<file path="config.mk">
export PLATFORM = sky130hd
export DESIGN_NAME = axi_read_arbiter
export DESIGN_NICKNAME = d
export VERILOG_FILES = /design/src/rtl/sirius_axi_pkg.sv /design/src/rtl/arb_rr_picker.sv /design/src/rtl/axi_read_arbiter.sv
export SDC_FILE = /design/constraint.sdc
export NUM_CORES = 1
export LEC_CHECK = 0
export CAP_MARGIN = 25
export CORE_ASPECT_RATIO = 0.75
export CORE_MARGIN = 2
export CORE_UTILIZATION = 31
export DETAILED_ROUTE_END_ITERATION = 12
export HOLD_SLACK_MARGIN = 0.15
export PLACE_DENSITY_LB_ADDON = 0.12
export SYNTH_ARGS = -nofsm -noshare
export SYNTH_HDL_FRONTEND = slang
export SYNTH_SLANG_ARGS = --single-unit
export TNS_END_PERCENT = 20
</file>
<file path="constraint.sdc">
create_clock -name clk_i -period 1.2 [get_ports clk_i]
set_input_delay 0.12 -clock clk_i [delete_from_list [all_inputs] [get_ports clk_i]]
set_output_delay 0.12 -clock clk_i [all_outputs]
set_load 0.03 [all_outputs]
</file>
<file path="src/rtl/sirius_axi_pkg.sv">
// Shared types for the AXI read arbiter slice.
//   burst_t      : AXI arburst encodings used by the requesters
//   RESP_*       : AXI rresp codes the arbiter distinguishes
//   arb_state_t  : arbiter transaction phases
package sirius_axi_pkg;

  typedef enum logic [1:0] {
    FIXED = 2'd0,
    INCR  = 2'd1
  } burst_t;

  localparam logic [1:0] RESP_OKAY   = 2'b00;
  localparam logic [1:0] RESP_SLVERR = 2'b10;

  typedef enum logic [1:0] {
    IDLE,
    ADDR,
    DATA
  } arb_state_t;

endpackage

</file>
<file path="src/rtl/arb_rr_picker.sv">
// Combinational request picker.
//   req_i     : per-channel request vector
//   ptr_i     : index of the channel granted most recently (round-robin origin)
//   rr_mode_i : 0 = lowest index wins, 1 = search upward starting at ptr_i+1
//   grant_o   : one-hot grant (all zero when nothing requests)
//   idx_o     : binary index of the granted channel
module arb_rr_picker #(
  parameter int NUM_CH = 3,
  parameter int IDX_W  = 2
) (
  input  logic [NUM_CH-1:0] req_i,
  input  logic [IDX_W-1:0]  ptr_i,
  input  logic              rr_mode_i,
  output logic [NUM_CH-1:0] grant_o,
  output logic [IDX_W-1:0]  idx_o
);

  // Walk the channels in search order; the first requester found wins.
  // In round-robin mode the walk starts one past the previous winner and
  // wraps, so the previous winner is considered last.
  always_comb begin
    int cand;
    logic found;
    grant_o = '0;
    idx_o   = '0;
    found   = 1'b0;
    cand    = 0;
    for (int k = 0; k < NUM_CH; k++) begin
      if (rr_mode_i) begin
        cand = (int'(ptr_i) + k + 1) % NUM_CH;
      end else begin
        cand = k;
      end
      if (!found && req_i[cand]) begin
        grant_o[cand] = 1'b1;
        idx_o         = IDX_W'(cand);
        found         = 1'b1;
      end
    end
  end

endmodule

</file>
<file path="src/rtl/axi_read_arbiter.sv">
// N-channel read arbiter onto a single AXI4 AR/R master, one transaction
// outstanding at a time.
//   clk_i/rst_i          : clock, synchronous active-high reset
//   req_*_i / req_ready_o: per-channel request payloads and acceptance pulse
//   resp_*_o             : read beats steered to the owning channel
//   protocol_err_o       : sticky flag, rlast disagreed with the beat count
//   ar*_o / arready_i    : AXI read-address channel
//   r*_i / rready_o      : AXI read-data channel
module axi_read_arbiter
  import sirius_axi_pkg::*;
#(
  parameter int NUM_CH    = 3,
  parameter int ADDR_W    = 32,
  parameter int DATA_W    = 32,
  parameter int ID_W      = 4,
  parameter int PRIO_MODE = 0
) (
  input  logic                     clk_i,
  input  logic                     rst_i,
  input  logic [NUM_CH-1:0]        req_valid_i,
  input  logic [NUM_CH*ADDR_W-1:0] req_addr_i,
  input  logic [NUM_CH*8-1:0]      req_len_i,
  input  logic [NUM_CH*3-1:0]      req_size_i,
  input  logic [NUM_CH*2-1:0]      req_burst_i,
  output logic [NUM_CH-1:0]        req_ready_o,
  output logic [DATA_W-1:0]        resp_data_o,
  output logic [NUM_CH-1:0]        resp_valid_o,
  output logic [NUM_CH-1:0]        resp_last_o,
  output logic [NUM_CH-1:0]        resp_err_o,
  output logic                     protocol_err_o,
  output logic [ID_W-1:0]          arid_o,
  output logic [ADDR_W-1:0]        araddr_o,
  output logic [7:0]               arlen_o,
  output logic [2:0]               arsize_o,
  output logic [1:0]               arburst_o,
  output logic                     arvalid_o,
  input  logic                     arready_i,
  input  logic [ID_W-1:0]          rid_i,
  input  logic [DATA_W-1:0]        rdata_i,
  input  logic [1:0]               rresp_i,
  input  logic                     rlast_i,
  input  logic                     rvalid_i,
  output logic                     rready_o
);

  localparam int IDX_W = (NUM_CH > 1) ? $clog2(NUM_CH) : 1;

  arb_state_t        state_q, state_d;
  logic [IDX_W-1:0]  grant_q, grant_d;
  logic [ADDR_W-1:0] addr_q, addr_d;
  logic [7:0]        len_q, len_d;
  logic [2:0]        size_q, size_d;
  logic [1:0]        burst_q, burst_d;
  logic [IDX_W-1:0]  ptr_q, ptr_d;
  logic [7:0]        beatCnt_q, beatCnt_d;
  logic              protoErr_q, protoErr_d;

  logic [ADDR_W-1:0] chAddr  [NUM_CH];
  logic [7:0]        chLen   [NUM_CH];
  logic [2:0]        chSize  [NUM_CH];
  logic [1:0]        chBurst [NUM_CH];

  logic [NUM_CH-1:0] pickGrant;
  logic [IDX_W-1:0]  pickIdx;
  logic              pickAny;
  logic [NUM_CH-1:0] ownerMask;
  logic              beatErr;

  for (genvar i = 0; i < NUM_CH; i++) begin : gUnpack
    assign chAddr[i]  = req_addr_i[i*ADDR_W +: ADDR_W];
    assign chLen[i]   = req_len_i[i*8 +: 8];
    assign chSize[i]  = req_size_i[i*3 +: 3];
    assign chBurst[i] = req_burst_i[i*2 +: 2];
  end

  arb_rr_picker #(
    .NUM_CH (NUM_CH),
    .IDX_W  (IDX_W)
  ) uPicker (
    .req_i     (req_valid_i),
    .ptr_i     (ptr_q),
    .rr_mode_i (PRIO_MODE == 1),
    .grant_o   (pickGrant),
    .idx_o     (pickIdx)
  );

  assign pickAny   = |pickGrant;
  assign ownerMask = {{(NUM_CH-1){1'b0}}, 1'b1} << grant_q;

  // The AR payload comes straight from the latched request, so it cannot
  // move while arvalid waits for arready.
  assign arid_o         = ID_W'(grant_q);
  assign araddr_o       = addr_q;
  assign arlen_o        = len_q;
  assign arsize_o       = size_q;
  assign arburst_o      = burst_q;
  assign protocol_err_o = protoErr_q;

  // A beat is flagged when the slave reports an error or answers with an
  // ID other than the one issued for the current transaction.
  assign beatErr = (rresp_i != RESP_OKAY) || (rid_i != arid_o);

  // State register; reset abandons any transaction in flight and points
  // the round-robin origin at the last channel so channel 0 goes first.
  always_ff @(posedge clk_i) begin
    if (rst_i) begin
      state_q    <= IDLE;
      grant_q    <= '0;
      addr_q     <= '0;
      len_q      <= '0;
      size_q     <= '0;
      burst_q    <= '0;
      ptr_q      <= IDX_W'(NUM_CH - 1);
      beatCnt_q  <= '0;
      protoErr_q <= 1'b0;
    end else begin
      state_q    <= state_d;
      grant_q    <= grant_d;
      addr_q     <= addr_d;
      len_q      <= len_d;
      size_q     <= size_d;
      burst_q    <= burst_d;
      ptr_q      <= ptr_d;
      beatCnt_q  <= beatCnt_d;
      protoErr_q <= protoErr_d;
    end
  end

  // Next-state and output logic. Arbitration happens only in IDLE, which
  // guarantees one idle cycle between back-to-back transactions. The
  // round-robin origin advances only once the address is accepted.
  always_comb begin
    state_d      = state_q;
    grant_d      = grant_q;
    addr_d       = addr_q;
    len_d        = len_q;
    size_d       = size_q;
    burst_d      = burst_q;
    ptr_d        = ptr_q;
    beatCnt_d    = beatCnt_q;
    protoErr_d   = protoErr_q;
    req_ready_o  = '0;
    resp_data_o  = '0;
    resp_valid_o = '0;
    resp_last_o  = '0;
    resp_err_o   = '0;
    arvalid_o    = 1'b0;
    rready_o     = 1'b0;

    case (state_q)
      IDLE: begin
        if (pickAny) begin
          grant_d = pickIdx;
          addr_d  = chAddr[pickIdx];
          len_d   = chLen[pickIdx];
          size_d  = chSize[pickIdx];
          burst_d = chBurst[pickIdx];
          state_d = ADDR;
        end
      end
      ADDR: begin
        arvalid_o = 1'b1;
        if (arready_i) begin
          req_ready_o = ownerMask;
          ptr_d       = grant_q;
          beatCnt_d   = '0;
          state_d     = DATA;
        end
      end
      DATA: begin
        rready_o = 1'b1;
        if (rvalid_i) begin
          resp_data_o  = rdata_i;
          resp_valid_o = ownerMask;
          resp_last_o  = rlast_i ? ownerMask : '0;
          resp_err_o   = beatErr ? ownerMask : '0;
          beatCnt_d    = beatCnt_q + 8'd1;
          // Beat count is zero-based, so the final beat is the one where
          // the count equals arlen; rlast must coincide with exactly that.
          if (rlast_i != (beatCnt_q == len_q)) begin
            protoErr_d = 1'b1;
          end
          if (rlast_i) begin
            state_d = IDLE;
          end
        end
      end
      default: state_d = IDLE;
    endcase
  end

endmodule
</file>
After elaboration in Yosys (flattened, before gate mapping)
Index checks and enable logic that the tools add are counted.
{"block": "word_totals", "reg_bits": 58, "word_cells": 75, "output_inout_bits": 96}
{"block": "op_classes", "n_reduce_logical": 13, "shift": 1, "n_eq_ne": 9, "add_sub_neg": 1, "bitwise_logic": 1, "magnitude_cmp": 1, "n_mux": 41}
{"cell": "2-to-1 mux 32 bit", "n": 4}
{"cell": "binary-select mux 32 bit (select 2 bit)", "n": 1}
{"cell": "2-to-1 mux 3 bit", "n": 13}
{"cell": "2-to-1 mux 8 bit", "n": 4}
{"cell": "binary-select mux 8 bit (select 2 bit)", "n": 1}
{"cell": "2-to-1 mux 2 bit", "n": 8}
{"cell": "one-hot mux 8 bit (2 select lines)", "n": 1}
{"cell": "adder 8 x 1 -> 8 bit, second input constant", "n": 1}
{"cell": "== test 8 bit", "n": 1}
{"cell": "!= test 2 bit, second input constant", "n": 4}
{"cell": "binary-select mux 3 bit (select 2 bit)", "n": 1}
{"cell": "2-to-1 mux 1 bit", "n": 6}
{"cell": "one-hot mux 2 bit (3 select lines)", "n": 1}
{"cell": "AND reduction 3 bit", "n": 2}
{"cell": "binary-select mux 2 bit (select 2 bit)", "n": 1}
{"cell": "!= test 4 x 2 -> 1 bit", "n": 1}
{"cell": "AND reduction 4 bit", "n": 1}
{"cell": "nonzero test 2 bit", "n": 2}
{"cell": ">= comparator 3 bit, second input constant", "n": 1}
{"cell": "inverter 2 -> 3 bit", "n": 1}
{"cell": "OR reduction 3 bit", "n": 1}
{"cell": "left shift 1 x 2 -> 3 bit, first input constant", "n": 1}
{"cell": "== test 2 x 1 -> 1 bit, second input constant", "n": 1}
{"cell": "== test 2 bit, second input constant", "n": 1}
{"cell": "6 further kinds", "n": 8}

Depth between registers and ports, before layout
{"block": "logic_depth", "depth_word": 11, "mapped_depth": 6, "mapped_depth_nobuf": 4}

Modules after synthesis
A second synthesis with hierarchy kept.
{"block": "hier_totals", "cells_unflattened": 544, "area_unflattened_um2": 4277.9}
{"module": "axi_read_arbiter", "instances": 1, "area_per_inst_um2": 3569.7, "seq_area_each_um2": 1201.2, "cells_per_inst": 445}
{"module": "arb_rr_picker", "instances": 1, "area_per_inst_um2": 708.2, "seq_area_each_um2": 0.0, "cells_per_inst": 99}

Worst setup path after synthesis
OpenSTA, ideal clock, no wires.
{"block": "synth_timing", "path_type": "register -> output", "startpoint": "reg state_q[1]", "endpoint": "out resp_err_o[0]", "setup_slack_ns": -0.835, "path_buffers": 0, "required_time_ns": 1.080, "path_stages_with_launch": 4, "t_arrival_ns": 1.915, "path_cell_list": "dfxtp_1 -> nand3b_4 -> nor3_1 -> nor2b_1"}
{"block": "synth_via", "elab_chain_len": 2}
{"item": "start, declared", "line_no": "axi_read_arbiter.sv:48", "rtl": "arb_state_t state_q, state_d;"}
{"item": "start signal, assigned", "line_no": "axi_read_arbiter.sv:117", "rtl": "state_q <= state_d;"}
{"item": "== test 2 bit", "line_no": "axi_read_arbiter.sv:150", "rtl": "case (state_q)"}
{"item": "2-to-1 mux 3 bit", "line_no": "axi_read_arbiter.sv:150"}
{"item": "end, declared", "line_no": "axi_read_arbiter.sv:29", "rtl": "output logic [NUM_CH-1:0] resp_err_o,"}
Every way passes these cells.

Worst setup path in the final report
{"block": "layout_timing", "startpoint": "reg state_q[0]", "endpoint": "out resp_data_o[30]"}
{"block": "layout_via", "elab_chain_len": 2}
{"item": "== test 2 bit", "line_no": "axi_read_arbiter.sv:150"}
{"item": "2-to-1 mux 32 bit", "line_no": "axi_read_arbiter.sv:150"}
{"item": "end, declared", "line_no": "axi_read_arbiter.sv:26", "rtl": "output logic [DATA_W-1:0] resp_data_o,"}
Every way passes these cells.

==> metrics list <==
* Outcome: finished, violations left
- Violated checks: negative setup slack
- Final Max Slew Viols: 0
* Library cells used by synthesis: 37
* Peak supply drop: ~660 uV
- Critical path start-end classification: reg2out
* Die area: between 10,000 and 15,000 um2
* Final Setup Violations: 103
* Die height: 98.28 um
* Via Count: between 4,000 and 5,000
- At the later pin of the worst-skew pair, clock insertion delay measures ~0.33 ns.
* Global-route wire length before repair: ~20 mm
* Reported max-cap violation count: 0
- In the final layout, the share of cells above drive strength 1 is 0.2928.
- H-tree levels: 3
- Summed over all nets, wire length on met2 after detailed routing comes to about 6.4 mm.
- Largest stage delay on the critical path: about 0.33 ns
* Worst EP required: between 1 and 1.5 ns
- Of the total synthesized cell area, the portion taken by XOR and XNOR cells is 0.03815.
- Number of endpoints with negative hold slack in the final report: 0
- At the end of the flow, the number of nets in the layout was ~900.
* Post-synthesis sequential area ratio: 0.3161
- Clock tree synthesis inserted a total of 9 buffers.
- Clock tree from TritonCTS: done
* Maximum net fanout on the critical path: 38
- Of the total synthesized cell area, the portion taken by full adders, half adders and majority gates is 0.003406.
- Port buffer count: 274
- The worst hold path belongs to the class reg2reg.
* Number of antenna violations at the first check in global routing: 0
- Clock skew on the completed layout was measured at 0.008429 ns.
- Counting flops and latches in the post-synthesis netlist gives 58.
* Minimum setup slack in the final design: -0.4309 ns
* TritonCTS Sinks: just under 60
- Compound-gate portion of the synthesized area: 0.2153
* Sequential share of power: 0.298
- Of the total power, the share spent switching nets is 0.3036.
* Largest delay share family, worst path: buffers and inverters
* Root Buffer Master: sky130_fd_sc_hd__clkbuf_16
- The first routing iteration left about 120 violations.
- Summed over all nets, the half-perimeter wirelength after detailed placement is approximately 9.9 mm.
* Top layer reached by signal wires: met4
- R2r setup slk: -0.35 ns
- Buf/Inv on CP: 3
- Maximum number of pins on one net before global-route repair: 61
* Overall routing resource usage: 0.1948
- After floorplanning, the core was divided into 34 placement rows.
- In the layout the commonest cells are sky130_fd_sc_hd__clkdlybuf4s50_1, sky130_fd_sc_hd__nor2_1, sky130_fd_sc_hd__dfxtp_1.
* Endpoint kind of the worst setup timing path: output port
- The area growth from synthesis to layout is 103.0%.
* Master of the slowest instance on the critical path: sky130_fd_sc_hd__dfxtp_2
- The biggest area contributor in the post-synthesis netlist is sky130_fd_sc_hd__dfxtp_1.
* Synth top area share: 0.3161
- For this configuration, the core starts out at a cell density of 0.3175.
- Floorplan die width: roughly 130 um
- In the final routing, the length of wire on met1 measures between 5 and 6 mm.
* WL met3: 1.110 mm
- The analysis attributes to net switching a power of ~0.0023 W.
* Library cell appearing most often on the critical path: sky130_fd_sc_hd__buf_6
- The count of nets left with antenna violations once routing finished came out at 0.
- Count of yosys warnings during synthesis: 0
- Most frequent standard cell in the layout excluding fill and tap cells: sky130_fd_sc_hd__clkdlybuf4s50_1
* Largest family of logic cells by synthesized area: simple AND/OR/NAND/NOR gates
- In the synthesized netlist, the number of instances is 437.
- Post-Synth Simple-Gate Area: 0.2285
- Part of the total power dissipated in combinational logic: 0.356
* Count of pins on the block boundary: 277
- Power density relative to cell area: about 1000 nW/um2
- Fraction of the cycle the final worst path needs: 1.359
* Mean number of vias per cell: roughly 4.7
- The average instance in the mapped netlist occupies between 8 and 9 um2.
- Fraction of synthesized area in multiplexers: 0.1226
* Pleak: ~3.2 nW
- Setup total negative slack on the finished layout was measured at -31.62 ns.
- Clock transition at the register clock pins on the worst setup and hold paths after CTS: 0.05 ns
- Worst hold slack across all endpoints: ~0.45 ns
- Global route total overflow: 0
* Post-route core utilization: 0.6444
* Launching element type of the critical path: register
- Walking the worst path, the cells encountered are buf_6, and3b_2, buf_12, and2_1, buf_6.
* Total length of routed wires: roughly 13 mm
* Count of inserted antenna diode cells: 0
- Timing would allow up to just over 600 MHz.
- Number of global-route vias before repair: roughly 4,000
- RSZ-0062 raised after global routing: true
- Clock share of power: 0.346
* Leading post-synthesis cells by cell area: sky130_fd_sc_hd__dfxtp_1, sky130_fd_sc_hd__mux2i_1, sky130_fd_sc_hd__a211o_1
* Internal Power: 0.005180 W
* DRC violations left: 0
- Std-Cell Core Area: ~12,000 um2
- Fillers: between 900 and 1,000
* Arrival time at the worst endpoint: roughly 1.5 ns
- Buffer depth of the longest clock path: 2
- Shortest period the worst path allows: 1.631 ns
- Number of detailed-route iterations in the first pass: 6
- In this run the cell area of the synthesized design comes to approximately 3700 um2.
- Dividing the detail-routed wire length by the instance count gives about 14 um.
- Post-layout total power: 0.007439 W
* RD Place Congestion: about 0.85
metal layers:
metal / track usage / vias to the layer above
met3: 0.06904 / 26
met1: 0.2255 / 1921
met5: 0 / -
met4: 0.06286 / 0
met2: 0.3347 / 165
li1: - / 2129
cells in the mapped netlist (all sizes together):
cell	number
a2111oi	2
a211o	45
a211oi	1
a21oi	50
a22oi	2
a311o	1
and2	35
and3	1
and3b	2
buf	26
clkbuf	11
conb	1
dfxtp	58
ha	1
inv	1
mux2i	45
nand2	49
nand2b	4
nand3b	3
nand4	1
nor2	63
nor2b	5
nor3	7
nor4	2
o2111ai	2
o31ai	1
or3b	1
or4	1
xnor2	4
xor2	12
registers in the layout (all words and copies together) (netlist names):
| signal | cells |
|---|---|
| protocol_err_o | 1 |
| arburst_o | 2 |
| arlen_o | 8 |
| araddr_o | 32 |
| beatCnt_q | 8 |
| state_q | 2 |
| arsize_o | 3 |
| grant_q | 2 |
area by class of cell:
type / instances / area, um2 / share of cell area
timing repair buffer: 331 / 3313 / 0.4444
multi-input combinational: 342 / 2461 / 0.3301
sequential: 58 / 1170 / 0.1569
clock buffer: 10 / 239.0 / 0.03205
tap: 162 / 202.7 / 0.02719
clock inverter: 6 / 66.31 / 0.008894
inverter: 1 / 3.754 / 0.0005034
power by group through the flow:
stage	registers (W)	logic, W	clock network [W]
detailed placement	0.00226	0.00258	0
CTS	0.00222	0.00255	0.00264
floorplan	0.00259	0.000890	0
global route	0.00224	0.00283	0.00273
finish	0.00222	0.00265	0.00257
global placement	0.00225	0.00255	0
final timing paths:
path / startpoint / to / cells after the start
worst max-delay path: state_q[0] / resp_data_o[30] / 5
worst min-delay path: araddr_o[1] / araddr_o[1] / 2
worst max register to register: state_q[0] / araddr_o[20] / 8
worst min register to register: araddr_o[1] / araddr_o[1] / 2
stage by stage:
| step | instance area (um2) | setup slack (ns) | instances |
|---|---|---|---|
| global placement | 6864 | -0.9812 | 889 |
| detailed placement | 6864 | -0.9789 | 889 |
| finish | 7456 | -0.4309 | 910 |
| CTS | 7267 | -0.4603 | 906 |
| floorplan | 3776 | -0.2292 | 438 |
| global route | 7456 | -0.5006 | 910 |
logic make-up after synthesis:
family / after synthesis
buf+inv: 38
flops: 58
mux: 45
other cells: 1
xor+xnor: 16
simple gates: 174
fa+ha+maj: 1
compound gates: 104
worst register-to-register path, cell delays in order, from the launching register on:
cell and delay, ns:
sky130_fd_sc_hd__dfxtp_2 0.33, sky130_fd_sc_hd__buf_6 0.12, sky130_fd_sc_hd__buf_12 0.12, sky130_fd_sc_hd__nor2_4 0.12, sky130_fd_sc_hd__o31ai_4 0.10, sky130_fd_sc_hd__buf_6 0.14
sky130_fd_sc_hd__buf_12 0.14, sky130_fd_sc_hd__a211o_1 0.29, sky130_fd_sc_hd__a21oi_2 0.14
repair_timing:
item	in CTS	in global routing
hold endpoints to repair	5	0
endpoints found under the setup margin	141	139
resized for setup	113	94
hold buffers	1	0
cloned	0	1
pin swaps	11	10
setup buffers	0	3
No activity file was read; power rests on OpenSTA's default activity.
